`src/rtl/hilo_unit_if.sv`:
```
// rtl/hilo_unit_if.sv - multiply/divide unit to HI/LO result handshake
//
// Purpose: carries the multiply/divide unit's status and result to the
// HI/LO register block.
// Signals:
//   md_active  level, an MD op occupies EX; held until its md_done cycle
//   md_done    one-cycle pulse, md_result valid this cycle
//   md_result  {HI,LO}: mult = {hi,lo} product, div = {remainder,quotient}
// Modports: master = MD unit (drives), slave = hilo_unit (receives).
interface hilo_unit_if;
  logic        md_active;
  logic        md_done;
  logic [63:0] md_result;

  modport master (output md_active, output md_done, output md_result);
  modport slave  (input  md_active, input  md_done, input  md_result);
endinterface

```
`src/rtl/hilo_unit.sv`:
```
// rtl/hilo_unit.sv - architectural HI/LO registers with MD tracking and forwarding
//
// Purpose: holds the HI/LO registers, tracks an in-flight multiply/divide
// op through IDLE/BUSY/CANCEL, commits results unless the op was flushed,
// forwards a completing result straight to MFHI/MFLO and requests a stall
// while an MF read would otherwise see a stale value.
// Ports:
//   clk, rst            clock, synchronous active-high reset
//   md (slave)          md_active / md_done / md_result from the MD unit
//   flush               pipeline flush, kills the EX op
//   mthi_we, mtlo_we    MTHI / MTLO in EX, source value mt_data
//   mfhi_re, mflo_re    MFHI / MFLO in EX, result on rd_data (combinational)
//   hi_out, lo_out      architectural HI / LO
//   hilo_stall          MF read hazard stall request (combinational)
//   busy                FSM not idle (combinational)
module hilo_unit (
  input  logic              clk,
  input  logic              rst,
  hilo_unit_if.slave        md,
  input  logic              flush,
  input  logic              mthi_we,
  input  logic              mtlo_we,
  input  logic [31:0]       mt_data,
  input  logic              mfhi_re,
  input  logic              mflo_re,
  output logic [31:0]       rd_data,
  output logic [31:0]       hi_out,
  output logic [31:0]       lo_out,
  output logic              hilo_stall,
  output logic              busy
);

  typedef enum logic [1:0] {
    IDLE   = 2'd0,
    BUSY   = 2'd1,
    CANCEL = 2'd2
  } state_t;

  state_t      state, state_next;
  logic [31:0] hi_q, lo_q;

  logic        fwd_valid;   // BUSY op completing this cycle, not killed
  logic        md_commit;   // write md_result into HI/LO at this edge
  logic        mt_ok;       // MTHI/MTLO allowed to write this cycle
  logic [31:0] hi_view, lo_view;

  always_comb begin
    fwd_valid = (state == BUSY) && md.md_done && !flush;
    // A single-cycle op completes while the FSM is still IDLE; a done pulse
    // without md_active in IDLE is spurious and never commits.
    md_commit = fwd_valid ||
                ((state == IDLE) && md.md_active && md.md_done && !flush);
    mt_ok     = (state == IDLE) && !flush;
  end

  always_comb begin
    state_next = state;
    case (state)
      IDLE: begin
        // A single-cycle op finishes in place, so only a multi-cycle op
        // leaves IDLE.
        if (md.md_active && !md.md_done) begin
          state_next = flush ? CANCEL : BUSY;
        end
      end
      BUSY: begin
        if (md.md_done) begin
          state_next = IDLE;
        end else if (flush) begin
          state_next = CANCEL;
        end
      end
      CANCEL: begin
        // The killed op still has to drain; wait for its done pulse.
        if (md.md_done) begin
          state_next = IDLE;
        end
      end
      default: state_next = IDLE;
    endcase
  end

  always_ff @(posedge clk) begin
    if (rst) begin
      state <= IDLE;
      hi_q  <= 32'd0;
      lo_q  <= 32'd0;
    end else begin
      state <= state_next;
      // MD results and MT writes cannot coincide in practice; the MD
      // result takes precedence if they ever do.
      if (md_commit) begin
        hi_q <= md.md_result[63:32];
        lo_q <= md.md_result[31:0];
      end else if (mt_ok) begin
        if (mthi_we) hi_q <= mt_data;
        if (mtlo_we) lo_q <= mt_data;
      end
    end
  end

  always_comb begin
    hi_view    = fwd_valid ? md.md_result[63:32] : hi_q;
    lo_view    = fwd_valid ? md.md_result[31:0]  : lo_q;
    rd_data    = mfhi_re ? hi_view : (mflo_re ? lo_view : 32'd0);
    hilo_stall = (mfhi_re || mflo_re) && (state != IDLE) && !fwd_valid;
    busy       = (state != IDLE);
    hi_out     = hi_q;
    lo_out     = lo_q;
  end

endmodule
```
`src/flat_wrapper.sv`:
```
// flat-port wrapper written by rule: the top's interface ports become plain ports
module hilo_unit_flat 
  (clk, rst, flush, mthi_we, mtlo_we, mt_data, mfhi_re, mflo_re, rd_data, hi_out, lo_out, hilo_stall, busy, md_md_active, md_md_done, md_md_result);
  hilo_unit_if md_i ();
  input  logic clk;
  input  logic rst;
  input  logic flush;
  input  logic mthi_we;
  input  logic mtlo_we;
  input  logic [31:0] mt_data;
  input  logic mfhi_re;
  input  logic mflo_re;
  output logic [31:0] rd_data;
  output logic [31:0] hi_out;
  output logic [31:0] lo_out;
  output logic hilo_stall;
  output logic busy;
  input wire logic [$bits(md_i.md_active)-1:0] md_md_active;
  input wire logic [$bits(md_i.md_done)-1:0] md_md_done;
  input wire logic [$bits(md_i.md_result)-1:0] md_md_result;
  assign md_i.md_active = md_md_active;
  assign md_i.md_done = md_md_done;
  assign md_i.md_result = md_md_result;
  hilo_unit u_core (.clk(clk), .rst(rst), .md(md_i), .flush(flush), .mthi_we(mthi_we), .mtlo_we(mtlo_we), .mt_data(mt_data), .mfhi_re(mfhi_re), .mflo_re(mflo_re), .rd_data(rd_data), .hi_out(hi_out), .lo_out(lo_out), .hilo_stall(hilo_stall), .busy(busy));
endmodule
```
`config.mk`:
```
export PLATFORM = sky130hd
export DESIGN_NAME = hilo_unit_flat
export DESIGN_NICKNAME = d
export VERILOG_FILES = /design/src/rtl/hilo_unit_if.sv /design/src/rtl/hilo_unit.sv /design/src/flat_wrapper.sv
export SDC_FILE = /design/constraint.sdc
export NUM_CORES = 1
export LEC_CHECK = 0
export ABC_CLOCK_PERIOD_IN_PS = 2300
export CORE_MARGIN = 2
export CORE_UTILIZATION = 40
export CTS_CLUSTER_SIZE = 40
export DETAILED_ROUTE_END_ITERATION = 8
export GPL_TIMING_DRIVEN = 0
export PLACE_DENSITY = 0.75
export REMOVE_ABC_BUFFERS = 1
export SYNTH_ARGS = -nofsm -noshare
export SYNTH_HDL_FRONTEND = slang
export SYNTH_SLANG_ARGS = --single-unit
```
`constraint.sdc`:
```
create_clock -name clk -period 2.3 [get_ports clk]
set_input_delay 0.575 -clock clk [delete_from_list [all_inputs] [get_ports clk]]
set_output_delay 0.575 -clock clk [all_outputs]
set_load 0.1 [all_outputs]
```
**Yosys cells after proc, flatten, opt, wreduce, memory -nomap -nowiden**

Index checks and enable logic that the tools add are counted.

- Output and inout bits: 98
- Word-level logic and storage cells: 46
- Bits in registers: 66

- Eq/ne operators: 5
- Reduce and logical (&&, ||, !) cells: 22
- Muxes and demuxes: 16

Operator list:

| operator | count |
|---|---|
| two-way mux 32 bit | 10 |
| two-way mux 2 bit | 5 |
| logical AND 1 bit | 9 |
| nonzero test 2 bit | 4 |
| one-hot mux 2 bit (3 select lines) | 1 |
| inequality test 2 bit, second input constant | 2 |
| AND reduction 2 bit | 2 |
| zero test 1 bit | 3 |
| inequality test 3 bit, second input constant | 1 |
| AND reduction 3 bit | 1 |
| == test 2 x 1 -> 1 bit, second input constant | 1 |
| == test 2 bit, second input constant | 1 |
| zero test 2 bit | 1 |
| logical OR 1 bit | 2 |

**Depth between registers and ports, before layout**

Gate-level depths: netlist of run 1.

- Depth after elaboration: 7
- Gate-level depth with buffers: 6
- Mapped depth without buffers: 3

**Worst setup path before layout of run 1**

OpenSTA, ideal clock, no wires.

- Kind: input to output
- From: in flush
- To: out rd_data[14]
- Setup slack: -1.178 ns
- Stages on the path: 6
- Arrival: 2.903 ns
- Path buffers: 3
- Required time: 1.725 ns
- Cell sequence: buf_4 and4bb_2 buf_4 buf_2 a211oi_1 a21oi_1

- Word-level cells in the longest chain between the ends: 5

RTL lines:

| item | RTL line | text |
|---|---|---|
| from (decl) | flat_wrapper.sv:7 | `input logic flush;` |
| zero test 1 bit (*) | hilo_unit.sv:48 | `fwd_valid = (state == BUSY) && md.md_done && !flush;` |
| logical AND 1 bit (*) | hilo_unit.sv:48 |  |
| two-way mux 32 bit | hilo_unit.sv:104 | `lo_view = fwd_valid ? md.md_result[31:0] : lo_q;` |
| two-way mux 32 bit | hilo_unit.sv:105 | `rd_data = mfhi_re ? hi_view : (mflo_re ? lo_view : 32'd0);` |
| two-way mux 32 bit (*) | hilo_unit.sv:105 |  |
| to (decl) | flat_wrapper.sv:13 | `output logic [31:0] rd_data;` |

Mark *: on every way between the ends. The rest lies on a longest branch, timed or not.

**Worst setup path after layout of run 1**

- From: in flush
- To: out rd_data[29]

The elaborated chain is that of the path after synthesis.

==> reports/metrics.cfg, run 1 <==
[cts]
cts_max_level = 3
root_buffer = clkbuf_16
cts_buffers = 9
clock_latency_ns = 0.32
cts_tree = yes
clock_sinks = 66
clk_path_buf_depth = 2
path_clk_slew_ns = 0.06

[critical_path]
setup.worst_path.class = input port to output pin
required_ns = 1.73
slowest_delay_ns = 0.43
critPathSlowestCell = and4bb_4
cp_max_fo = 6
worstSetupStartpointType = input port
ff2ff_path_depth = 5
arrival_ns = 1.77
endpoint_kind = output pin
cp_cell_sequence = buf_16 > and4bb_4 > buf_8 > a211oi_2 > a21oi_1 > buf_6

[global_routing]
grt_pass1_vias = 6185
top_usage_layer = met2
grt.total_usage = 0.323
grt_pass1_wl_mm = 33.6
grt_max_degree = 101
gr-usage-met1 = 0.411
grt_overflow = 0
met3_usage = 0.0617
use_met2 = 0.531
grt_antenna_before_repair = 0

[synth]
synthFlopType = dfxtp_1
yosysTopAreaCellShare = 0.267
ys_ff_latch = 66
synth_edf_count = 0
synth-async-reset-ratio = 0
yosysSeqAreaShare = 0.267
synth_area_leaders = dfxtp_1, a211oi_1, o32ai_1, a2111oi_2, and3b_1
syn_inst = 580
syn_area_sq_um = 4960
yosysTopAreaCell = dfxtp_1
yosysUniqueCellTypes = 37
synthTopCellsByCount = dfxtp_1, a211oi_1, inv_1
avgSynthCellArea_sq_um = 8.54
synth.most_common_cell = dfxtp_1
synth_warnings = 0

[placement]
port_buffers = 202
place_hpwl_mm = 11.3
place_area_sq_um = 6930
dpl.cell_count = 882
gp_congestion = 0.842

[floorplan]
fp-row-count = 40
core_area_sq_um = 12100
die_w_um = 115
io_pins = 203
start_util = 0.411
fp.dieH_um = 115
die_area_sq_um = 13300

[outcome]
status = complete, but fails checks
violations = setup timing

[final_layout]
drive_above_1_share = 0.280
final_nets = 877
fill_cells = 940
final_area_sq_um = 8260
fin_cells = 942
num_antenna_cells = 0
syn2layout_area_growth_pct = 66.7

[timing]
tightest_slew_ns = 1.04
relSlewSlack = 0.309
fin_hold_ws_ns = 0.522
timing.final.crit_period_ns = 2.35
hold_viol = 0
rsz0062_at_grt = true
max_freq_mhz = 426
finalCritPeriodShare = 1.02
fin_skew_ns = 0.00752
fin_ws_ns = -0.0477
slew_violations = 0
setup-violations-final = 11

[power]
total_power_w = 0.00490
power_density_nw_per_um2 = 593
power.leakage_nw = 3.39
peakVddDrop_mv = 0.317

[routing]
drc_errors = 0
wl_per_cell_um = 23.9
viasPerCell = 6.51
first_pass_iters = 5
drt.antenna.violating_nets = 0
num_vias = 6132
wl_mm = 22.5
drtIter0Drc = 496

[flow_run]
cap_violations = 0

[hold_path]
hold_depth = 2
hold_class = input port to register

[stage by stage]
step	util	setup TNS, ns	worst slack (ns)
after global routing	0.685	-0.916	-0.0863
after floorplan	-	-99.26	-1.62
final	0.685	-0.215	-0.0477
after CTS	0.653	-0.954	-0.0774
after detailed placement	0.575	-117.26	-2.76
after global placement	0.563	-361.82	-5.53
[flip-flops by register name (all words and copies together), names as in the netlist]
name	count
u_core.hi_out	32
u_core.lo_out	32
u_core.state	2
[what timing repair did]
action                     4_1_cts  5_1_grt
gates cloned                     7        1
hold endpoints to repair         0        0
buffers inserted                32        6
resized for setup              371       70
pin swaps                       25       10
hold buffers                     0        0
setup endpoints to repair      161       56
[layer usage]
metal	vias to the layer above	wire, um
li1	2686	-
met1	2984	8930
met2	387	10900
met3	75	1860
met4	0	858
met5	-	0
[final cells by class]
cell class,count,area (sq um),area share
multi-input combinational,381,3370,0.407
timing repair buffer,251,2880,0.348
sequential,66,1330,0.161
inverter,63,240,0.0291
clock buffer,12,236,0.0286
tap,168,210,0.0254
clock inverter,1,5.00,0.000606
[logic make-up (layout without fill, tap and decap cells)]
group / count (synthesis) / after routing / share of synthesized area
compound gates: 264 / 264 / 0.450
buf+inv: 137 / 327 / 0.129
flops: 66 / 66 / 0.267
mux: 1 / 1 / 0.00227
simple gates: 112 / 116 / 0.152
[where the power goes]
part / leakage [nW] / switching [W] / internal (W)
logic: 2.73 / 0.00161 / 0.000751
registers: 0.546 / 0.000107 / 0.00124
clock network: 0.118 / 0.000482 / 0.000711
[path summary, 6_finish.rpt]
check,startpoint,end,slack (ns)
max reg2reg,u_core.state[0]$_SDFFE_PP0P_,u_core.lo_out[9]$_SDFFE_PP0P_,0.39
max,flush,rd_data[29],-0.05
min reg2reg,u_core.lo_out[1]$_SDFFE_PP0P_,u_core.lo_out[1]$_SDFFE_PP0P_,0.57
min,md_md_done,u_core.state[1]$_SDFFE_PP0P_,0.52
[layout by cell type, fill, tap and decap left out, types with 2 or more instances in the layout]
| cell | Yosys | layout |
|---|---|---|
| a2111oi_2 | 29 | 29 |
| a211oi_1 | 65 | 34 |
| a211oi_2 | 0 | 29 |
| a211oi_4 | 0 | 2 |
| a21oi_1 | 31 | 4 |
| a21oi_2 | 0 | 27 |
| a22oi_1 | 31 | 31 |
| and3b_1 | 31 | 31 |
| and4bb_4 | 0 | 4 |
| buf_12 | 0 | 26 |
| buf_16 | 0 | 6 |
| buf_2 | 27 | 2 |
| buf_4 | 4 | 25 |
| buf_6 | 10 | 10 |
| buf_8 | 0 | 15 |
| bufbuf_16 | 0 | 2 |
| clkbuf_1 | 32 | 3 |
| clkbuf_16 | 0 | 10 |
| clkdlybuf4s50_1 | 0 | 98 |
| dfxtp_1 | 66 | 64 |
| dfxtp_4 | 0 | 2 |
| dlygate4sd2_1 | 0 | 64 |
| inv_1 | 63 | 62 |
| nand2_1 | 4 | 4 |
| nand2b_1 | 2 | 2 |
| nor2_1 | 31 | 31 |
| nor2b_4 | 0 | 4 |
| nor3_1 | 3 | 3 |
| o21ai_0 | 35 | 35 |
| o21bai_1 | 2 | 2 |
| o311ai_0 | 2 | 2 |
| o32ai_1 | 50 | 50 |
| o32ai_2 | 12 | 12 |
| or4_1 | 31 | 31 |
[worst max-delay path: cells and delay by family]
kind	cells	cell delay, ns
simple gates	1	0.43
compound gates	2	0.22
buf+inv	3	0.53
No activity file was read; power rests on OpenSTA's default activity.
==> run 2, diff against run 1 <==
Settings changed: GPL_TIMING_DRIVEN 0 to unset, SETUP_SLACK_MARGIN set to 0.3.
==> run 2 against run 1 <==
  * The flow still finishes with violations (setup timing)
  * Clock power rose by 17%
  * Fmax fell by 1.4%
  * Critical path type is now register to output pin
  * Setup slack got worse by 0.034 ns
  * Global-route usage fell by 0.23 points
  * Clock-buffer cell count rose by 2
  * Largest cell class unchanged
==> reports/metrics.cfg, run 2 (same netlist as run 1, synthesis figures left out) <==
[outcome]
status = complete, but fails checks  ; unchanged
violations = setup timing  ; unchanged

[timing]
max_freq_mhz = 420  ; was 426 MHz
hold_viol = 0  ; unchanged
rsz0062_at_grt = true  ; unchanged
tightest_slew_ns = 0.611  ; was 1.04 ns
relSlewSlack = 0.593  ; was 0.309
setup-violations-final = 24  ; was 11
fin_ws_ns = -0.0819  ; was -0.0477 ns
fin_skew_ns = 0.00864  ; was 0.00752 ns
finalCritPeriodShare = 1.04  ; was 1.02
fin_hold_ws_ns = 0.579  ; was 0.522 ns
slew_violations = 0  ; unchanged
timing.final.crit_period_ns = 2.38  ; was 2.35 ns

[critical_path]
rrSetupSlack_ns = 0.44  ; was 0.39 ns
worst_path_most_repeated_cell = buf_12
slowest_delay_ns = 0.38  ; was 0.43 ns
ff2ff_path_depth = 6  ; was 5
arrival_ns = 1.81  ; was 1.77 ns
endpoint_kind = output pin  ; unchanged
worst-path-buf-inv = 4  ; was 3
cp_max_fo = 6  ; unchanged
cp_cell_sequence = and4bb_4 > buf_12 > buf_12 > buf_16 > a211oi_4 > a21oi_4 > buf_12  ; was buf_16 > and4bb_4 > buf_8 > a211oi_2 > a21oi_1 > buf_6
setup.worst_path.class = register to output pin  ; was input port to output pin
worstSetupStartpointType = register  ; was input port
critPathSlowestCell = and4bb_4  ; unchanged
cp_top_family = buffers and inverters  ; unchanged
worstReg2RegStart = u_core.state[0]$_SDFFE_PP0P_  ; unchanged
rr_endpoint = u_core.lo_out[11]$_SDFFE_PP0P_  ; was u_core.lo_out[9]$_SDFFE_PP0P_
required_ns = 1.73  ; about the same

[routing]
viasPerCell = 6.53  ; was 6.51
drt.antenna.violating_nets = 0  ; unchanged
drc_errors = 0  ; unchanged
wl_per_cell_um = 23.4  ; was 23.9 um
wl_mm = 22.2  ; was 22.5 mm
drtIter0Drc = 462  ; was 496
first_pass_iters = 5  ; unchanged
num_vias = 6214  ; was 6132

[floorplan]
core_area_sq_um = 12100  ; unchanged
io_pins = 203  ; unchanged
fp-row-count = 40  ; unchanged
die_area_sq_um = 13300  ; unchanged
fp.dieH_um = 115  ; unchanged
die_w_um = 115  ; unchanged
start_util = 0.411  ; unchanged

[power]
power.leakage_nw = 3.44  ; was 3.39 nW
p_int_w = 0.00299  ; was 0.00270 W
power_density_nw_per_um2 = 598  ; was 593 nW/um^2
peakVddDrop_mv = 0.330  ; was 0.317 mV
comb_power_share = 0.476  ; was 0.482
p_seq_frac = 0.259  ; was 0.274
swShare = 0.431  ; was 0.449
p_sw_w = 0.00227  ; was 0.00220 W
clkPwrFrac = 0.264  ; was 0.244

[final_layout]
syn2layout_area_growth_pct = 77.3  ; was 66.7%
num_antenna_cells = 0  ; unchanged
final_nets = 884  ; was 877
final_cell_mix = clkdlybuf4s50_1, buf_4, dfxtp_1  ; was clkdlybuf4s50_1, dlygate4sd2_1, dfxtp_1
drive_above_1_share = 0.378  ; was 0.280
layout_commonest_cell = clkdlybuf4s50_1  ; unchanged
final_area_sq_um = 8780  ; was 8260 sq um
final_util = 0.728  ; was 0.685
fin_cells = 952  ; was 942

[global_routing]
grt_antenna_before_repair = 0  ; unchanged
grt_overflow = 0  ; unchanged
grt_pass1_vias = 6483  ; was 6185
grt.total_usage = 0.320  ; was 0.323
grt_pass1_wl_mm = 33.7  ; was 33.6 mm
grt_max_degree = 38  ; was 101

[placement]
dpl.cell_count = 914  ; was 882
place_hpwl_mm = 13.3  ; was 11.3 mm
place_area_sq_um = 7450  ; was 6930 sq um
port_buffers = 202  ; unchanged
gp_congestion = 0.831  ; was 0.842

[flow_run]
cap_violations = 0  ; unchanged

[cts]
cts_tree = yes  ; unchanged
clock_latency_ns = 0.32  ; about the same
cts_hold_buf = 0  ; unchanged
cts_max_level = 3  ; unchanged
clk_path_buf_depth = 2  ; unchanged
root_buffer = clkbuf_16  ; unchanged
clock_sinks = 66  ; unchanged
cts_buffers = 9  ; unchanged
path_clk_slew_ns = 0.06  ; about the same

[hold_path]
hold_depth = 2  ; unchanged
hold_path_end = u_core.lo_out[0]$_SDFFE_PP0P_  ; was u_core.state[1]$_SDFFE_PP0P_
hold_start = u_core.lo_out[0]$_SDFFE_PP0P_  ; was md_md_done
hold_class = register to register  ; was input port to register

[run 2: power groups by stage]
stage                     Sequential [W]  Combinational (W)  Clock (W)
after global routing             0.00137            0.00259    0.00145
after detailed placement         0.00137            0.00231          0
after CTS                        0.00135            0.00244    0.00140
final                            0.00136            0.00250    0.00139
after floorplan                  0.00199           0.000835          0
after global placement           0.00136            0.00228          0
[run 2: routing by layer]
layer	track usage	up-vias	wire [um]
met5	0	-	0
met4	0.182	0	1000
met3	0.0659	84	2170
met2	0.540	436	10900
met1	0.378	3007	8210
li1	-	2687	-
[run 2: worst max path at each step]
stage,startpoint,endpoint,slack [ns],cells after the start
finish,u_core.state[1]$_SDFFE_PP0P_,rd_data[11],-0.08,7
global route,u_core.state[1]$_SDFFE_PP0P_,rd_data[11],-0.12,7
floorplan,u_core.state[0]$_SDFFE_PP0P_,rd_data[31],-1.62,3
global placement,mflo_re,rd_data[1],-0.38,6
CTS,flush,rd_data[4],-0.08,8
detailed placement,mflo_re,rd_data[16],-0.43,6
[run 2: area by class of cell]
type                            instances  area, sq um
Timing Repair Buffer                  262         3170
Clock buffer                           14          264
Tap cell                              168          210
Inverter                               63          236
Sequential cell                        66         1320
Multi-Input combinational cell        377         3550
Clock inverter                          2         35.0
Fill cell                             824         3280
[run 2: per-stage QoR]
stage	setup slack [ns]	TNS, ns	power [W]
3_3_place_gp	-0.381	-11.77	0.00364
3_5_place_dp	-0.428	-12.82	0.00368
5_1_grt	-0.123	-2.01	0.00540
2_1_floorplan	-1.62	-99.26	0.00282
4_1_cts	-0.0788	-0.819	0.00519
6_report	-0.0819	-1.06	0.00525
[run 2: what timing repair did]
| item | in CTS | in global routing |
|---|---|---|
| pin swaps | 19 | 10 |
| endpoints found under the hold margin | 0 | 0 |
| endpoints found under the setup margin | 34 | 35 |
| resized for setup | 112 | 24 |
| setup buffers | 11 | 1 |
| cloned | 8 | 2 |
[run 2: tightest hold or removal path, cell delays in order, from the launching register on]
cell and delay, ns:
dfxtp_1 0.34, nor2_1 0.11, a2111oi_0 0.07
